### src/rtl/inst_encoder.sv
// RV32I instruction-word builder: range-checks and scatters a field-level description
// into a 32-bit word, then queues the word (with an error flag) in a small output FIFO.
module inst_encoder #(
  parameter int unsigned DEPTH = 4,
  parameter int unsigned CNT_W = 16
) (
  input  logic             clk,
  input  logic             rst_n,
  input  logic             flush,
  input  logic             in_valid,
  output logic             in_ready,
  input  logic [2:0]       in_type,
  input  logic [6:0]       in_opcode,
  input  logic [4:0]       in_rd,
  input  logic [4:0]       in_rs1,
  input  logic [4:0]       in_rs2,
  input  logic [2:0]       in_funct3,
  input  logic [6:0]       in_funct7,
  input  logic [31:0]      in_imm,
  output logic             out_valid,
  input  logic             out_ready,
  output logic [31:0]      out_inst,
  output logic             out_err,
  output logic [CNT_W-1:0] err_cnt
);

  localparam int unsigned PTR_W = (DEPTH > 1) ? $clog2(DEPTH) : 1;
  localparam logic [PTR_W:0] FULL_CNT = (PTR_W + 1)'(DEPTH);
  localparam logic [31:0] NOP_WORD = 32'h0000_0013;

  localparam logic [2:0] TYPE_R = 3'd0;
  localparam logic [2:0] TYPE_I = 3'd1;
  localparam logic [2:0] TYPE_S = 3'd2;
  localparam logic [2:0] TYPE_B = 3'd3;
  localparam logic [2:0] TYPE_U = 3'd4;
  localparam logic [2:0] TYPE_J = 3'd5;

  // ---------------------------------------------------------------------------
  // Encoder
  // ---------------------------------------------------------------------------
  logic        w_fits12;
  logic        w_fits13;
  logic        w_fits21;
  logic        w_legal;
  logic [31:0] w_word;
  logic [31:0] w_enc;
  logic        w_err;

  // An immediate fits N signed bits when every bit from N-1 upward matches.
  assign w_fits12 = (&in_imm[31:11]) | ~(|in_imm[31:11]);
  assign w_fits13 = (&in_imm[31:12]) | ~(|in_imm[31:12]);
  assign w_fits21 = (&in_imm[31:20]) | ~(|in_imm[31:20]);

  always_comb begin
    w_word  = '0;
    w_legal = 1'b0;
    case (in_type)
      TYPE_R: begin
        w_word  = {in_funct7, in_rs2, in_rs1, in_funct3, in_rd, in_opcode};
        w_legal = 1'b1;
      end
      TYPE_I: begin
        w_word  = {in_imm[11:0], in_rs1, in_funct3, in_rd, in_opcode};
        w_legal = w_fits12;
      end
      TYPE_S: begin
        w_word  = {in_imm[11:5], in_rs2, in_rs1, in_funct3, in_imm[4:0], in_opcode};
        w_legal = w_fits12;
      end
      TYPE_B: begin
        w_word  = {in_imm[12], in_imm[10:5], in_rs2, in_rs1, in_funct3,
                   in_imm[4:1], in_imm[11], in_opcode};
        w_legal = w_fits13 & ~in_imm[0];
      end
      TYPE_U: begin
        w_word  = {in_imm[31:12], in_rd, in_opcode};
        w_legal = ~(|in_imm[11:0]);
      end
      TYPE_J: begin
        w_word  = {in_imm[20], in_imm[10:1], in_imm[11], in_imm[19:12], in_rd, in_opcode};
        w_legal = w_fits21 & ~in_imm[0];
      end
      default: begin
        w_word  = '0;
        w_legal = 1'b0;
      end
    endcase
  end

  // Illegal requests still occupy a slot so the consumer sees one entry per request.
  assign w_enc = w_legal ? w_word : NOP_WORD;
  assign w_err = ~w_legal;

  // ---------------------------------------------------------------------------
  // Output FIFO
  // ---------------------------------------------------------------------------
  logic [32:0]      r_mem [DEPTH];
  logic [PTR_W-1:0] r_wptr;
  logic [PTR_W-1:0] r_rptr;
  logic [PTR_W:0]   r_count;
  logic [CNT_W-1:0] r_err_cnt;

  logic w_push;
  logic w_pop;

  assign in_ready  = rst_n & ~flush & (r_count < FULL_CNT);
  assign out_valid = (r_count != '0);
  assign w_push    = in_valid & in_ready;
  assign w_pop     = out_valid & out_ready;

  always_ff @(posedge clk or negedge rst_n) begin
    if (!rst_n) begin
      r_wptr  <= '0;
      r_rptr  <= '0;
      r_count <= '0;
      for (int i = 0; i < int'(DEPTH); i++) begin
        r_mem[i] <= '0;
      end
    end else if (flush) begin
      r_wptr  <= '0;
      r_rptr  <= '0;
      r_count <= '0;
    end else begin
      if (w_push) begin
        r_mem[r_wptr] <= {w_err, w_enc};
        r_wptr        <= r_wptr + 1'b1;
      end
      if (w_pop) begin
        r_rptr <= r_rptr + 1'b1;
      end
      case ({w_push, w_pop})
        2'b10:   r_count <= r_count + 1'b1;
        2'b01:   r_count <= r_count - 1'b1;
        default: r_count <= r_count;
      endcase
    end
  end

  // Counts errored entries at enqueue time; survives flush, saturates at all-ones.
  always_ff @(posedge clk or negedge rst_n) begin
    if (!rst_n) begin
      r_err_cnt <= '0;
    end else if (w_push && w_err && !(&r_err_cnt)) begin
      r_err_cnt <= r_err_cnt + 1'b1;
    end
  end

  assign out_inst = r_mem[r_rptr][31:0];
  assign out_err  = r_mem[r_rptr][32];
  assign err_cnt  = r_err_cnt;

endmodule
### config.mk
export PLATFORM = sky130hd
export DESIGN_NAME = inst_encoder
export DESIGN_NICKNAME = d
export VERILOG_FILES = /design/src/rtl/inst_encoder.sv
export SDC_FILE = /design/constraint.sdc
export NUM_CORES = 1
export LEC_CHECK = 0
export ABC_AREA = 1
export CORE_MARGIN = 3
export CORE_UTILIZATION = 58
export CTS_CLUSTER_DIAMETER = 40
export DETAILED_ROUTE_END_ITERATION = 7
export GPL_TIMING_DRIVEN = 0
export PLACE_DENSITY_LB_ADDON = 0.2
export SYNTH_ARGS = -nofsm -noshare
export SYNTH_HDL_FRONTEND = slang
export SYNTH_SLANG_ARGS = --single-unit
export TNS_END_PERCENT = 100
### constraint.sdc
create_clock -name clk -period 3.3 [get_ports clk]
set_clock_uncertainty 0.2 [all_clocks]
set_input_delay 0.66 -clock clk [delete_from_list [all_inputs] [get_ports clk]]
set_output_delay 0.66 -clock clk [all_outputs]
set_load 0.02 [all_outputs]
# Word level (Yosys, flattened, before mapping)

Index checks and enable logic that the tools add are counted.

Input bits: 72
Output and inout bits: 51
Register bits: 155
Logic and storage cells: 76

$add $sub $neg: 5
Order comparisons: 4
Eq/ne operators: 7
Bitwise gates (word level): 18
Reductions and logical operators: 19
Muxes and demuxes: 15

Operators by type and width:

| kind                  | count |
|---|---|
| $pmux 32 s6           | 1 |
| $bwmux 132            | 1 |
| $mux 33               | 3 |
| $bmux 33 s2           | 1 |
| $demux 33 s2          | 1 |
| $mux 32               | 1 |
| $reduce_or 12->1      | 2 |
| $reduce_and 21->1     | 1 |
| $reduce_or 21->1      | 1 |
| $reduce_and 20->1     | 1 |
| $reduce_or 20->1      | 1 |
| $add 16x1->16 const B | 1 |
| $reduce_and 16->1     | 1 |
| $reduce_and 12->1     | 1 |
| $mux 2                | 4 |
| $not 1->1             | 7 |
| $and 1x1->1           | 6 |
| $eq 3x2->1 const B    | 2 |
| $eq 3x3->1 const B    | 2 |
| $ge 3x3->1 const B    | 2 |
| $not 2->3             | 2 |
| $pmux 3 s2            | 1 |
| $reduce_bool 3->1     | 2 |
| $pmux 1 s5            | 1 |
| 16 further kinds      | 22 |

# Depth between registers and ports, before layout

Gate-level depths: netlist (run 1).

Word-level depth: 8
Gate-level depth with buffers: 14

# Worst setup path after synthesis (run 1)

Ideal clock, no wire load.

Kind: input to register
From: input rst_n
To: register r_count[2]
Setup slack: 0.827 ns
Library setup time: 0.126 ns
Data required time: 2.974 ns
Stages on the path: 10
Data arrival time: 2.147 ns
Cell sequence: nand2_1 nor2_1 nand2_1 nand2_1 inv_1 fa_1 xnor2_1 xor2_1 nand2_1 o21ai_0

Longest elaborated chain between the ends: 6

Ends and longest elaborated chain:

| item                                            | line | RTL |
|---|---|---|
| start: declaration                              | 8    | `input logic rst_n,` |
| $and 1x1->1 * (2 in a row)                      | 106  | `assign in_ready = rst_n & ~flush & (r_count < FULL_CNT);` |
| net in_ready                                    | 11   | `output logic in_ready,` |
| $and 1x1->1 *                                   | 108  | `assign w_push = in_valid & in_ready;` |
| $eq 2x1->1 / $eq 2x2->1 (equally long branches) | 131  | `case ({w_push, w_pop})` |
| $pmux 3 s2                                      | 131  |  |
| $mux 3                                          | 119  | `end else if (flush) begin` |
| end signal: assignment                          | 132  | `2'b10: r_count <= r_count + 1'b1;` |
| end signal: assignment                          | 133  | `2'b01: r_count <= r_count - 1'b1;` |
| end signal: assignment                          | 134  | `default: r_count <= r_count;` |
| end: declaration                                | 100  | `logic [PTR_W:0] r_count;` |

The timed path passes the listed nets; every way through them passes the cells marked *.
A chain may end at the register's enable or synchronous reset.

# Worst setup path after layout (run 1)

From: register r_rptr[0]
To: output out_inst[29]

Longest elaborated chain between the ends: 4

Ends and longest elaborated chain:

| item                            | line | RTL |
|---|---|---|
| start: declaration              | 99   | `logic [PTR_W-1:0] r_rptr;` |
| start signal: assignment        | 129  | `r_rptr <= r_rptr + 1'b1;` |
| $not 2->3 (not written as such) | 148  | `assign out_inst = r_mem[r_rptr][31:0];` |
| $bmux 33 s2                     | 148  |  |
| $mux 33 (2 in a row)            | --   |  |
| end: declaration                | 22   | `output logic [31:0] out_inst,` |

Every way passes these cells. The select of a mux whose other input is x is not followed.

==> results_dict.tcl, run 1 <==
set metrics [dict create \
    clkLatencyLatePin_ns 0.42 \
    crit_path_top_delay_cell "clkdlybuf4s50_1" \
    multi_input_comb_area_mm2 0.00355 \
    grt_antenna_before_repair 0 \
    root_buffer "clkbuf_16" \
    layout_min_cycle_time_ns 3.23 \
    arrival_ns 2.37 \
    hold-worst-slack_ns -0.00976 \
    status "finished with violations" \
    post-route-period-util_pct 97.8 \
    grt_max_degree 58 \
    mostFrequentLayoutCells "346 x nand2_1, 155 x dfrtp_1, 111 x nor2_1" \
    path_max_fanout 10 \
    met2_usage_pct 49.6 \
    overflow 0 \
    grtUsageTotal_pct 32.8 \
    ys_ff_latch 155 \
    tightest_slew_ns 0.622 \
    clk_pin_slew_worst_paths_ns 0.06 \
    htree_levels 4 \
    drtPass1Iterations 8 \
    slowest_delay_ns 0.64 \
    globalplace.congestion 0.943 \
    grtUsageMet3_pct 8.48 \
    cts_sinks 155 \
    r2r_cells 9 \
    row_count 41 \
    antenna_left 0 \
    cts_buffers 17 \
    synthArstFlopShare_pct 100 \
    register_area_mm2 0.00388 \
    area_growth_pct 27.3 \
    netlist_instances 1042 \
    syn_area_per_cell_um2 7.55 \
    post_cts_buffers 0 \
    yosysWarnings 0 \
    synth_ff_type "dfrtp_1" \
    die_y_um 122 \
    synth_fp_nets 1120 \
    antenna_cells 0 \
    routed_wl_mm 23.9 \
    tritoncts "built" \
    powerDensity_mw_per_mm2 600 \
    vias 8008 \
    crit_buf_inv 4 \
    place_hpwl_mm 16.2 \
    hold_buffers 0 \
    dieArea_mm2 0.0150 \
    port_buffers 122 \
    maxCapViolations 0 \
    drive_gt1_share_pct 6.01 \
    fillers 960 \
    final-setup-viol-count 0 \
    path_class "register to output port" \
    violations "hold timing" \
    slew_viol_final 0 \
    ir_drop_uv 460 \
    synth_cell_types 29 \
    syn_area_mm2 0.00787 \
    num-nets-final 1263 \
    die_w_um 122 \
    path_delay_family "buffers and inverters" \
    grt_pass1_wl_mm 38.4 \
    ys_seq_area_share_pct 49.3 \
    rsz0062_at_grt "false" \
    start_util_pct 60.9 \
    reg2reg_to "err_cnt[7]$_DFFE_PN0P_" \
    grt-busiest-layer "met2" \
    power_uw 6010 \
    crit_start "r_rptr[0]$_DFFE_PN0P_" \
    worstSetupStartpointType "register" \
    synth-edff-count 0 \
    path_cells "inv_1 > clkbuf_2 > clkbuf_4 > nor2_1 > o22ai_1 > clkdlybuf4s50_1" \
    wl_per_cell_um 17.4 \
    drc 0 \
    critical_path.endpoint_type "output port" \
    r2r_start "err_cnt[0]$_DFFE_PN0P_" \
    drtIter0Drc 963 \
    relSlewSlack_pct 58.5 \
    p_leak_uw 0.00489 \
    hold_class "input port to asynchronous set/reset pin" \
    ff2ff_setup_slack_ns 0.92 \
    core_area_mm2 0.0129 \
    grt_pass1_vias 7691 \
    fmax_mhz 310 \
    grtUsageMet1_pct 46.2 \
    final_common_cell "nand2_1" \
    worstPathRequired_ns 2.44 \
    finalHoldViolations 5 \
    vias_per_cell 5.85 \
    clock_path_buffers 2 \
    io_pins 123 \
]
## cells in the mapped netlist (all sizes together), types with 4 or more instances
library cell | n | area, µm²
o22ai | 34 | 213
nand2 | 348 | 1320
buf | 11 | 62.6
dfrtp | 155 | 3880
nor2 | 116 | 448
nand3 | 20 | 100
ha | 5 | 62.6
nand4 | 19 | 131
a21oi | 5 | 28.8
clkbuf | 43 | 161
o221ai | 4 | 35.0
o21ai | 199 | 996
nor3 | 5 | 25.0
o211ai | 4 | 30.0
inv | 56 | 210
xnor2 | 5 | 43.8
xor2 | 11 | 96.3
## flip-flops by register name, summed over array words and instances, names as in the netlist
name / cells
r_mem: 132
err_cnt: 16
r_rptr: 2
r_count: 3
r_wptr: 2
## final cells by class
type                            instances  share of cell area [%]
Multi-Input combinational cell        777                    35.5
Inverter                               56                    2.10
Tap cell                              172                    2.15
Sequential cell                       155                    38.7
Clock buffer                           23                    4.87
Clock inverter                          9                   0.874
Buffer                                 54                    2.50
Timing Repair Buffer                  124                    13.3
## worst reg2reg max path, stage by stage (launching register included)
cell	delay (ns)
dfrtp_1	0.49
ha_1	0.27
nand3_1	0.13
inv_1	0.12
nand2_1	0.07
nor2_2	0.18
nand4_2	0.25
clkbuf_1	0.33
nand4_1	0.17
nand2_1	0.06
## per-layer routing
metal	up-vias	routed length (µm)
met5	-	0
met4	0	658
met3	64	2410
met2	490	10800
met1	3747	10000
li1	3707	-
## timing repair
item | 4_1_cts | 5_1_grt
setup endpoints to repair | 31 | 30
cloned | 1 | 0
resized for setup | 14 | 33
## cell families after synthesis
logic type | after synthesis | synth area share [%]
adder cells (fa/ha/maj) | 6 | 1.05
buffers and inverters | 110 | 5.52
flip-flops | 155 | 49.3
XOR/XNOR | 16 | 1.78
AO/OA/AOI/OAI | 247 | 16.7
AND/OR/NAND/NOR | 508 | 25.7
## where the power goes
group / switching (µW) / total (µW) / internal (µW) / leakage [µW]
Sequential: 146 / 2240 / 2090 / 0.00213
Combinational: 1120 / 1880 / 759 / 0.00247
Clock: 779 / 1900 / 1120 / 0.000284
## metrics by stage
stage / cells / utilization, % / setup WS, ns / area, µm² / TNS [ns]
6_report: 1370 / 77.5 / 0.0718 / 10000 / 0
5_1_grt: 1370 / 77.5 / 0.000282 / 10000 / 0
4_1_cts: 1370 / 77.0 / 0.0108 / 9960 / 0
3_5_place_dp: 1337 / 72.2 / -0.0885 / 9330 / -0.694
3_3_place_gp: 1336 / 72.0 / -4.92 / 9300 / -1487.60
2_1_floorplan: 1042 / - / 0.827 / 7870 / 0
## how the worst max path moves through the flow
stage	to	cells after the start
final	out_inst[29]	6
after global routing	out_inst[5]	6
after CTS	out_inst[24]	5
after detailed placement	r_count[2]$_DFFE_PN0P_	12
after global placement	r_count[2]$_DFFE_PN0P_	11
after floorplan	r_count[2]$_DFFE_PN0P_	10
Note: power is estimated with default switching activity, not from simulation.
==> run 2: changes to the inputs <==
--- a/config.mk
+++ b/config.mk
@@ -10,7 +10,6 @@
 export CORE_UTILIZATION = 58
 export CTS_CLUSTER_DIAMETER = 40
 export DETAILED_ROUTE_END_ITERATION = 7
-export GPL_TIMING_DRIVEN = 0
 export PLACE_DENSITY_LB_ADDON = 0.2
 export SYNTH_ARGS = -nofsm -noshare
 export SYNTH_HDL_FRONTEND = slang
==> results_dict.tcl, run 2 (synthesis gave the netlist of run 1 again) <==
set metrics [dict create \
    reg2reg_to "err_cnt[3]$_DFFE_PN0P_" \
    relSlewSlack_pct 44.1 \
    worstSetupStartpointType "register" \
    drive_gt1_share_pct 6.45 \
    clk_pin_slew_worst_paths_ns 0.06 \
    htree_levels 4 \
    row_count 41 \
    post_cts_buffers 0 \
    hold_buffers 0 \
    vias_per_cell 5.76 \
    drc 0 \
    dieArea_mm2 0.0150 \
    die_y_um 122 \
    area_growth_pct 26.2 \
    tns_ns 0 \
    antenna_left 0 \
    critical_path_cell_count 4 \
    arrival_ns 2.32 \
    wl_per_cell_um 16.1 \
    hold_class "input port to asynchronous set/reset pin" \
    antenna_cells 0 \
    preCtsSetupSlack_ns 0.290 \
    path_cells "buf_4 > o21ai_0 > o22ai_1 > clkdlybuf4s50_1" \
    grt_max_degree 69 \
    r2r_cells 10 \
    cts_buffers 17 \
    power_frac_seq_pct 36.6 \
    globalplace.congestion 0.972 \
    root_buffer "clkbuf_16" \
    largest_reg_flops 132 \
    max_flop_register "r_mem" \
    port_buffers 122 \
    grt_pass1_wl_mm 35.4 \
    fillers 970 \
    path_delay_family "buffers and inverters" \
    clkLatencyLatePin_ns 0.42 \
    rsz0062_at_grt "false" \
    crit_buf_inv 2 \
    layout_min_cycle_time_ns 3.18 \
    p_leak_uw 0.00453 \
    combPwrFrac_pct 30.1 \
    clock_path_buffers 2 \
    slowest_delay_ns 0.66 \
    crit_path_top_delay_cell "clkdlybuf4s50_1" \
    tritoncts "built" \
    post-route-period-util_pct 96.5 \
    path_max_fanout 29 \
    powerDensity_mw_per_mm2 616 \
    mostFrequentLayoutCells "342 x nand2_1, 154 x dfrtp_1, 121 x clkdlybuf4s50_1" \
    num-nets-final 1227 \
    ctsResizeCount 0 \
    p_sw_uw 1980 \
    cts_sinks 155 \
    core_area_mm2 0.0129 \
    status "completed" \
    p_clk_share_pct 33.2 \
    finalWorstSetupSlack_ns 0.116 \
    internal-power_uw 4130 \
    drtIter0Drc 741 \
    maxCapViolations 0 \
    place_hpwl_mm 14.0 \
    final-setup-viol-count 0 \
    r2r_start "err_cnt[0]$_DFFE_PN0P_" \
    routed_wl_mm 21.5 \
    overflow 0 \
    drtPass1Iterations 5 \
    start_util_pct 60.9 \
    grt_antenna_before_repair 1 \
    final_common_cell "nand2_1" \
    fmax_mhz 314 \
    p_sw_share_pct 32.4 \
    grt_pass1_vias 7188 \
    vias 7688 \
    critical_path.endpoint_type "output port" \
    slew_viol_final 0 \
    grtUsageTotal_pct 30.0 \
    ff2ff_setup_slack_ns 1.00 \
    die_w_um 122 \
    ir_drop_uv 336 \
    io_pins 123 \
    path_class "register to output port" \
    tightest_slew_ns 0.838 \
    worstPathRequired_ns 2.44 \
    finalHoldViolations 0 \
]
==> run 2: cell count changes in the layout (fill, tap and decap cells not counted), moves of 3 or more <==
cell	before	now
dlymetal6s2s_1	21	0
clkbuf_4	3	0
bufinv_16	1	4
nand2_1	346	342
buf_1	5	0
clkbuf_2	11	0
nand2_2	1	5
buf_12	0	5
clkbuf_1	30	0
clkinvlp_4	1	5
clkdlybuf4s50_1	99	121
buf_4	3	15
buf_2	3	0
clkbuf_8	4	0
==> run 2: metal layers <==
layer	global-route usage (%)	routed length, µm	up-vias
li1	-	-	3650
met1	42.0	9220	3619
met2	45.9	10000	372
met3	6.68	1770	45
met4	12.0	513	2
met5	0	11	-
==> run 2: layout make-up <==
class / instances / area (µm²) / share of cell area (%)
Clock buffer: 17 / 425 / 4.28
Clock inverter: 15 / 199 / 2.00
Inverter: 56 / 210 / 2.12
Multi-Input combinational cell: 777 / 3560 / 35.9
Sequential cell: 155 / 3880 / 39.1
Tap cell: 172 / 215 / 2.17
Timing Repair Buffer: 142 / 1440 / 14.5
==> run 2: how the worst max path moves through the flow <==
| stage | startpoint | to | slack, ns |
|---|---|---|---|
| 6_report | r_rptr[1]$_DFFE_PN0P_ | out_inst[31] | 0.12 |
| 2_1_floorplan | rst_n | r_count[2]$_DFFE_PN0P_ | 0.83 |
| 5_1_grt | r_rptr[1]$_DFFE_PN0P_ | out_inst[24] | 0.03 |
| 3_5_place_dp | in_type[0] | r_mem[41]$_DFFE_PN0P_ | 0.29 |
| 3_3_place_gp | in_type[0] | r_mem[100]$_DFFE_PN0P_ | 0.36 |
| 4_1_cts | r_rptr[1]$_DFFE_PN0P_ | out_inst[24] | 0.1 |
==> run 2: per-stage QoR <==
step	area (µm²)	instances	hold WS (ns)	total power [µW]	utilization [%]
after floorplan	7870	1042	0.164	3260	-
after global placement	9310	1302	0.259	4050	72.0
after detailed placement	9310	1302	0.265	4090	72.0
after CTS	9930	1334	0.148	6130	76.8
after global routing	9930	1334	0.175	6420	76.8
final	9930	1334	0.136	6110	76.8
==> run 2: power groups by stage <==
stage | clock network (µW) | logic, µW | registers [µW]
2_1_floorplan | 0 | 1010 | 2250
3_3_place_gp | 0 | 1790 | 2260
3_5_place_dp | 0 | 1830 | 2260
4_1_cts | 2050 | 1840 | 2230
5_1_grt | 2130 | 2030 | 2260
6_report | 2030 | 1840 | 2240
